### src/rtl/bmf_pkg.sv
// Shared types and defaults for the BMF stream decompressor.
package bmf_pkg;

  typedef enum logic [1:0] {S_CFG, S_RUN, S_DRAIN} state_e;
  typedef enum logic {SR_OR, SR_XOR} semiring_e;

  localparam int unsigned DefaultK = 3;
  localparam int unsigned DefaultM = 4;

  // Row-index width that stays at least one bit wide for rank-1 matrices.
  function automatic int unsigned row_w(int unsigned k);
    return (k > 1) ? $clog2(k) : 1;
  endfunction

endpackage

### src/rtl/bmf_row_combine.sv
// Combinational expansion of a K-bit basis code over a K x M factor matrix (OR or XOR semiring).
module bmf_row_combine #(
  parameter int unsigned K = 3,
  parameter int unsigned M = 4
) (
  input  logic [K-1:0]        code_i,
  input  logic [K-1:0][M-1:0] rows_i,
  input  logic                xor_mode_i,
  output logic [M-1:0]        data_o
);

  always_comb begin
    data_o = '0;
    for (int unsigned k = 0; k < K; k++) begin
      if (code_i[k]) begin
        data_o = xor_mode_i ? (data_o ^ rows_i[k]) : (data_o | rows_i[k]);
      end
    end
  end

endmodule

### src/rtl/bmf_stream_decompressor.sv
// Streaming BMF decompressor: runtime-loaded factor matrix, config/run/drain FSM, registered output.
module bmf_stream_decompressor
  import bmf_pkg::*;
#(
  parameter int unsigned K    = DefaultK,
  parameter int unsigned M    = DefaultM,
  parameter int unsigned RowW = row_w(K)
) (
  input  logic            clk,
  input  logic            rst_n,
  input  logic            cfg_we_i,
  input  logic [RowW-1:0] cfg_row_i,
  input  logic [M-1:0]    cfg_data_i,
  input  logic            cfg_xor_i,
  input  logic            cfg_commit_i,
  input  logic            cfg_req_i,
  output logic            cfg_busy_o,
  input  logic            in_valid_i,
  output logic            in_ready_o,
  input  logic [K-1:0]    in_code_i,
  output logic            out_valid_o,
  input  logic            out_ready_i,
  output logic [M-1:0]    out_data_o
);

  state_e              state_q;
  semiring_e           xor_mode_q;
  logic [K-1:0][M-1:0] rows_q;
  logic                cfg_busy_q;
  logic                out_valid_q;
  logic [M-1:0]        out_data_q;
  logic [M-1:0]        combined;
  logic                accept;

  bmf_row_combine #(
    .K (K),
    .M (M)
  ) u_row_combine (
    .code_i     (in_code_i),
    .rows_i     (rows_q),
    .xor_mode_i (xor_mode_q == SR_XOR),
    .data_o     (combined)
  );

  // Skid-free pipeline stage: a consumed output frees the slot in the same cycle.
  assign in_ready_o  = (state_q == S_RUN) && (!out_valid_q || out_ready_i);
  assign accept      = in_valid_i && in_ready_o;
  assign cfg_busy_o  = cfg_busy_q;
  assign out_valid_o = out_valid_q;
  assign out_data_o  = out_data_q;

  always_ff @(posedge clk) begin
    if (!rst_n) begin
      state_q     <= S_CFG;
      xor_mode_q  <= SR_OR;
      rows_q      <= '0;
      cfg_busy_q  <= 1'b1;
      out_valid_q <= 1'b0;
      out_data_q  <= '0;
    end else begin
      case (state_q)
        S_CFG: begin
          if (cfg_we_i) begin
            for (int unsigned k = 0; k < K; k++) begin
              if (cfg_row_i == RowW'(k)) rows_q[k] <= cfg_data_i;
            end
          end
          if (cfg_commit_i) begin
            xor_mode_q <= semiring_e'(cfg_xor_i);
            state_q    <= S_RUN;
            cfg_busy_q <= 1'b0;
          end
        end
        S_RUN: begin
          if (cfg_req_i) begin
            state_q    <= S_DRAIN;
            cfg_busy_q <= 1'b1;
          end
        end
        S_DRAIN: begin
          if (!out_valid_q) state_q <= S_CFG;
        end
        default: begin
          state_q    <= S_CFG;
          cfg_busy_q <= 1'b1;
        end
      endcase

      if (accept) begin
        out_data_q  <= combined;
        out_valid_q <= 1'b1;
      end else if (out_ready_i) begin
        out_valid_q <= 1'b0;
      end
    end
  end

endmodule

### config.mk
export PLATFORM = sky130hd
export DESIGN_NAME = bmf_stream_decompressor
export DESIGN_NICKNAME = d
export VERILOG_FILES = /design/src/rtl/bmf_pkg.sv /design/src/rtl/bmf_row_combine.sv /design/src/rtl/bmf_stream_decompressor.sv
export SDC_FILE = /design/constraint.sdc
export NUM_CORES = 1
export LEC_CHECK = 0
export ABC_AREA = 1
export CAP_MARGIN = 20
export CORE_MARGIN = 4
export CORE_UTILIZATION = 55
export DETAILED_ROUTE_END_ITERATION = 10
export PLACE_DENSITY = 0.81
export SYNTH_ARGS = -nofsm -noshare
export SYNTH_HDL_FRONTEND = slang
export SYNTH_SLANG_ARGS = --single-unit
export TNS_END_PERCENT = 5
### constraint.sdc
create_clock -name clk -period 4.25 [get_ports clk]
set_input_delay 0.6375 -clock clk [delete_from_list [all_inputs] [get_ports clk]]
set_output_delay 0.6375 -clock clk [all_outputs]
set_load 0.1 [all_outputs]
==> metrics.csv, run 1 <==
metric;value;unit
family with the most delay on the worst path;buffers and inverters;
Slowest-stage cell, CP;clkdlybuf4s50_1;
Primary FF master, synth;dfxtp_1;
vias in the first global route;1091;
CP startpoint kind;flip-flop;
buffer count from post-CTS setup fixing;0;
setup slack after placement;1.665;ns
RSZ-0062 raised after global routing;false;
TritonCTS clock tree;built;
port bufs;23;
global-route wire length before repair;4636;um
die area;0.003089;mm2
Achievable Freq;408.7;MHz
Worst Min Path Start;rows_q[1]$_SDFFE_PN0P_;
min setup slack post-route;1.803;ns
total CTS buffers;3;
worst reg2reg path startpoint;xor_mode_q$_SDFFE_PN0P_;
Avg Cell Area, Syn;6.657;um2
clk_lat worst skew;0.29;ns
# hold bufs at CTS;0;
Overall Global Routing Usage;18.37;%
status;finished, final reports clean;
final hold vios;0;
Netlist Area Pre-Place;0.001245;mm2
Tcrit/Tclk final;57.58;%
Hold EP;rows_q[1]$_SDFFE_PN0P_;
IO Count;24;
Worst Tran Pin Value;0.9677;ns
area leader, netlist;dfxtp_1;
count leader, synth;nand2_1;
clock sinks;21;
fin util;73.85;%
DR vias/cell;5.096;
CP Max Fanout;3;
Seq cells post-synth;21;
Fin Hold WS;0.4686;ns
die span in y;55.58;um
Final Cell Area;0.001523;mm2
async set-reset flop share out of synthesis;0;%
Final Power;0.4401;mW
CTS Buffer Depth;2;
Min-Delay Path Class;reg2reg;
fin. max-slew vios;0;
Final setup viols;0;
area share of fa/ha/maj cells after synthesis;8.040;%
largest family of logic cells by synthesized area;simple AND/OR/NAND/NOR gates;
DRT Pass-1 Iters;4;
dpl cell area;0.001496;mm2
Post-Synthesis Cells;187;
GP Congestion;0.8685;
Post-synth top cells;nand2_1, inv_1, nor2_1, dfxtp_1, nand3_1;
max incr delay on CP;1.14;ns
Post-synth EDFFs;0;
syn nets;212;
Seq/Total Area, Yosys;33.77;%
Placed Cells;235;
Crit Path Class;reg2out;
Wirelength per Cell;10.89;um
Setup Skew;0.001509;ns
Crit path arrival time;1.81;ns
Final min period;2.447;ns
multiplexer share of the synthesized area;0;%
clock root buffer master;clkbuf_4;
largest net degree at the start of global routing;16;
worst path bufs/invs;1;
YS warnings;0;
via count;1218;
Starting DRT DRC Count;36;
drt total wl;2603;um
Ant. Diodes;0;
max_cap viols;0;
Power per Cell Area;289.0;mW/mm2
Starting Density;60.38;%
total gr overflow;0;
NumNets Final;238;
clk slew on worst S/H paths;0.11;ns
initial antenna violation count;0;
area fraction in compound gates after synthesis;9.648;%
Distinct cells, synth;19;
DRC viols;0;
post-cts resize count;0;
leakage power;0.6904;nW
ranking of synthesized cells by area;dfxtp_1, nand2_1, inv_1;
Layout Cells excl Fill;239;
hpwl dp;2138;um
setup TNS;0;ns
worst endpoint required time;3.61;ns
xor/xnor share of the synthesized area;0;%
synthesis-to-finish area growth;22.31;%
die width;55.58;um
Reg2Reg Capture Point;out_data_o[0]$_SDFFE_PN0P_;
share of cells above drive strength 1;7.075;%
r2r worst-path depth;11;
Cell Chain, Critical Path;clkdlybuf4s50_1;
area of the core;0.002062;mm2
Peak supply drop;0.0002263;V
Hold Crit Depth;2;
Slew HR;35.28;%
number of routed nets with antenna violations;0;
Setup crit end kind;output pin;
Yosys top cell area share;33.77;%
H-tree lvl count;1;
reg-to-reg setup timing slack;2.50;ns
post-synthesis simple-gate area fraction;36.88;%
number of core rows;16;
==> report_power, final <==
part           switching, mW  total [mW]  internal, mW
Sequential           0.00873       0.216         0.207
Combinational         0.0851       0.131        0.0457
Clock                 0.0566      0.0931        0.0365
==> per-layer routing <==
layer / global-route usage [%] / vias to the layer above / share of wire (%)
li1: - / 631 / -
met1: 22.49 / 548 / 47
met2: 30.74 / 31 / 47
met3: 4.408 / 8 / 4.2
met4: 7.292 / 0 / 2.1
met5: 0 / - / 0
==> sequential cells by signal, summed over array words and instances (netlist names) <==
register     flops
cfg_busy_o       1
state_q          2
rows_q          12
xor_mode_q       1
out_valid_o      1
out_data_o       4
==> cell usage in the layout, fill, tap and decap left out <==
master / n
a21oi_1: 8
a21oi_2: 4
and2_1: 1
buf_4: 1
clkbuf_1: 1
clkbuf_4: 3
clkdlybuf4s50_1: 22
clkinv_1: 2
dfxtp_1: 21
ha_1: 8
inv_1: 33
inv_2: 1
nand2_1: 48
nand3_1: 12
nand3_2: 1
nand3_4: 1
nand4_1: 4
nand4_4: 1
nor2_1: 28
nor2_4: 3
o21ai_0: 9
==> layout make-up <==
| cell class | instances | area, um2 |
|---|---|---|
| clock buffers | 4 | 26.28 |
| fillers | 177 | 539.3 |
| inverters | 36 | 135.1 |
| multi-input cells | 128 | 679.4 |
| flip-flops and latches | 21 | 420.4 |
| well taps | 27 | 33.78 |
| repair buffers | 23 | 227.7 |
==> cells by family after synthesis <==
family,Yosys count
compound gates,21
buf+inv,38
flops,21
simple gates,99
fa+ha+maj,8
==> worst max path at each step <==
| stage | start | to | depth (start not counted) |
|---|---|---|---|
| after CTS | out_valid_o$_SDFFE_PN0P_ | out_valid_o | 1 |
| final | out_valid_o$_SDFFE_PN0P_ | out_valid_o | 1 |
| after detailed placement | in_code_i[0] | out_data_o[2]$_SDFFE_PN0P_ | 13 |
| after global placement | in_code_i[0] | out_data_o[2]$_SDFFE_PN0P_ | 13 |
| after global routing | out_valid_o$_SDFFE_PN0P_ | out_valid_o | 1 |
| after floorplan | out_valid_o$_SDFFE_PN0P_ | in_ready_o | 2 |
No activity file was read; power rests on OpenSTA's default activity.
==> run 2, diff against run 1 <==
Settings changed: CORE_UTILIZATION 55 to 51, PLACE_DENSITY 0.81 to 0.76.
Clock period 4.25 ns to 2.3 ns, I/O delays scaled along.
==> run 2 against run 1 <==
Compared with the run above: combinational power increased by 86%; clock skew increased by 0.0014 ns; clock power grew 86%; largest cell class unchanged; sequential power increased by 85%; via count is 0.49% lower; critical endpoint is now out_data_o[3]$_SDFFE_PN0P_.
==> metrics.csv, run 2 (synthesized netlist as in run 1, its figures left out) <==
metric;value;unit;change
status;finished, final reports clean;;unchanged
Overall Global Routing Usage;17.13;%;was 18.37%
Peak supply drop;0.0003957;V;was 0.0002263 V
port bufs;23;;unchanged
Crit path arrival time;2.16;ns;was 1.81 ns
# hold bufs at CTS;0;;unchanged
Power per Cell Area;536.9;mW/mm2;was 289.0 mW/mm2
leakage power;0.7036;nW;was 0.6904 nW
Cell Chain, Critical Path;clkdlybuf4s50_1, nand2_1, ha_1, nand2_1, nand3_1, nand2_1, ha_1, inv_1, nand2_1, nand2_1, nor2_1, nor2_1, a21oi_2;;was clkdlybuf4s50_1
IO Count;24;;unchanged
Ant. Diodes;0;;unchanged
CP startpoint kind;primary input;;was flip-flop
Starting Density;54.70;%;was 60.38%
Starting DRT DRC Count;49;;was 36
fin. max-slew vios;0;;unchanged
clock root buffer master;clkbuf_4;;unchanged
die width;57.41;um;was 55.58 um
TritonCTS clock tree;built;;unchanged
total CTS buffers;3;;unchanged
Largest register FFs;12;;unchanged
most frequent cells in the layout;nand2_1, inv_1, nor2_1, dfxtp_1, clkdlybuf4s50_1;;was nand2_1, inv_1, nor2_1, clkdlybuf4s50_1, dfxtp_1
via count;1212;;was 1218
RSZ-0062 raised after global routing;false;;unchanged
clk slew on worst S/H paths;0.11;ns;about the same
clock sinks;21;;unchanged
Min-Delay Path Class;reg2reg;;unchanged
most flop-heavy register;rows_q;;unchanged
final hold vios;0;;unchanged
H-tree lvl count;1;;unchanged
CP Max Fanout;4;;was 3
global-route wire length before repair;4567;um;was 4636 um
initial antenna violation count;0;;unchanged
most common cell after layout, fill and taps aside;nand2_1;;unchanged
Worst Tran Pin Value;0.4623;ns;was 0.9677 ns
setup TNS;0;ns;unchanged
NumNets Final;238;;unchanged
Achievable Freq;509.8;MHz;
GP Congestion;0.8108;;was 0.8685
hpwl dp;2156;um;was 2138 um
drt total wl;2621;um;was 2603 um
number of core rows;17;;was 16
synthesis-to-finish area growth;22.21;%;was 22.31%
die area;0.003295;mm2;was 0.003089 mm2
max_cap viols;0;;unchanged
die span in y;57.41;um;was 55.58 um
max incr delay on CP;0.53;ns;was 1.14 ns
Setup Skew;0.002926;ns;was 0.001509 ns
vias in the first global route;1091;;unchanged
Setup crit end kind;flip-flop;;was output pin
reg-to-reg setup timing slack;0.54;ns;was 2.50 ns
Crit Path Class;in2reg;;was reg2out
Wirelength per Cell;10.92;um;was 10.89 um
Tcrit/Tclk final;85.28;%;
Final Power;0.8169;mW;was 0.4401 mW
largest net degree at the start of global routing;16;;unchanged
total gr overflow;0;;unchanged
post-cts resize count;0;;unchanged
Slew HR;69.08;%;was 35.28%
clk_lat worst skew;0.29;ns;about the same
DRC viols;0;;unchanged
DRT Pass-1 Iters;6;;was 4
number of routed nets with antenna violations;0;;unchanged
Slowest-stage cell, CP;clkdlybuf4s50_1;;unchanged
DR vias/cell;5.050;;was 5.096
worst endpoint required time;2.50;ns;was 3.61 ns
Top cell by count, worst path;nand2_1;;
area of the core;0.002276;mm2;was 0.002062 mm2
share of cells above drive strength 1;9.906;%;was 7.075%
Final setup viols;0;;unchanged
Final min period;1.961;ns;
buffer count from post-CTS setup fixing;0;;unchanged
CTS Buffer Depth;2;;unchanged
==> run 2: cell count changes in the layout (fill, tap and decap cells not counted), sizes merged <==
cell / delta
buf: +6
clkdlybuf4s50: -6
==> run 2: per-layer routing <==
metal | track usage, % | part of all wire (%) | vias up
met2 | 28.87 | 49 | 30
met3 | 2.036 | 4.5 | 4
met4 | 5.298 | 0.95 | 0
met5 | 0 | 0 | -
li1 | - | - | 635
met1 | 22.65 | 46 | 543
==> run 2: final cells by class <==
type | count | area (um2)
well taps | 28 | 35.03
inverters | 36 | 135.1
repair buffers | 23 | 225.2
multi-input cells | 128 | 679.4
fillers | 202 | 754.5
flip-flops and latches | 21 | 420.4
clock buffers | 4 | 26.28
==> run 2: worst paths after layout <==
check | startpoint | end | depth (start not counted)
worst min-delay path | rows_q[0]$_SDFFE_PN0P_ | rows_q[0]$_SDFFE_PN0P_ | 2
worst min register to register | rows_q[0]$_SDFFE_PN0P_ | rows_q[0]$_SDFFE_PN0P_ | 2
worst max-delay path | in_code_i[0] | out_data_o[3]$_SDFFE_PN0P_ | 13
worst max register to register | xor_mode_q$_SDFFE_PN0P_ | out_data_o[2]$_SDFFE_PN0P_ | 11
==> run 2: stage by stage <==
stage          std cells  area, um2  setup slack [ns]  hold slack (ns)  util [%]
2_1_floorplan        187       1245            0.2016           0.4412         -
3_3_place_gp         236       1495           0.06524           0.4472     65.70
3_5_place_dp         236       1495          0.005537           0.4538     65.70
4_1_cts              240       1521            0.3286           0.4720     66.85
5_1_grt              240       1521            0.1749           0.5097     66.85
6_report             240       1521            0.3386           0.4740     66.85
==> run 2: where the power goes <==
group,internal [mW],switching (mW)
logic,0.0859,0.158
registers,0.383,0.0166
clock network,0.0675,0.105
total,0.537,0.280
==> run 2: worst max-delay path, delay by kind of cell <==
kind | cells | cell delay (ns)
and+or+nand+nor | 8 | 0.60
buffers and inverters | 2 | 0.58
adders and majority gates | 2 | 0.57
AOI/OAI and AO/OA | 1 | 0.06
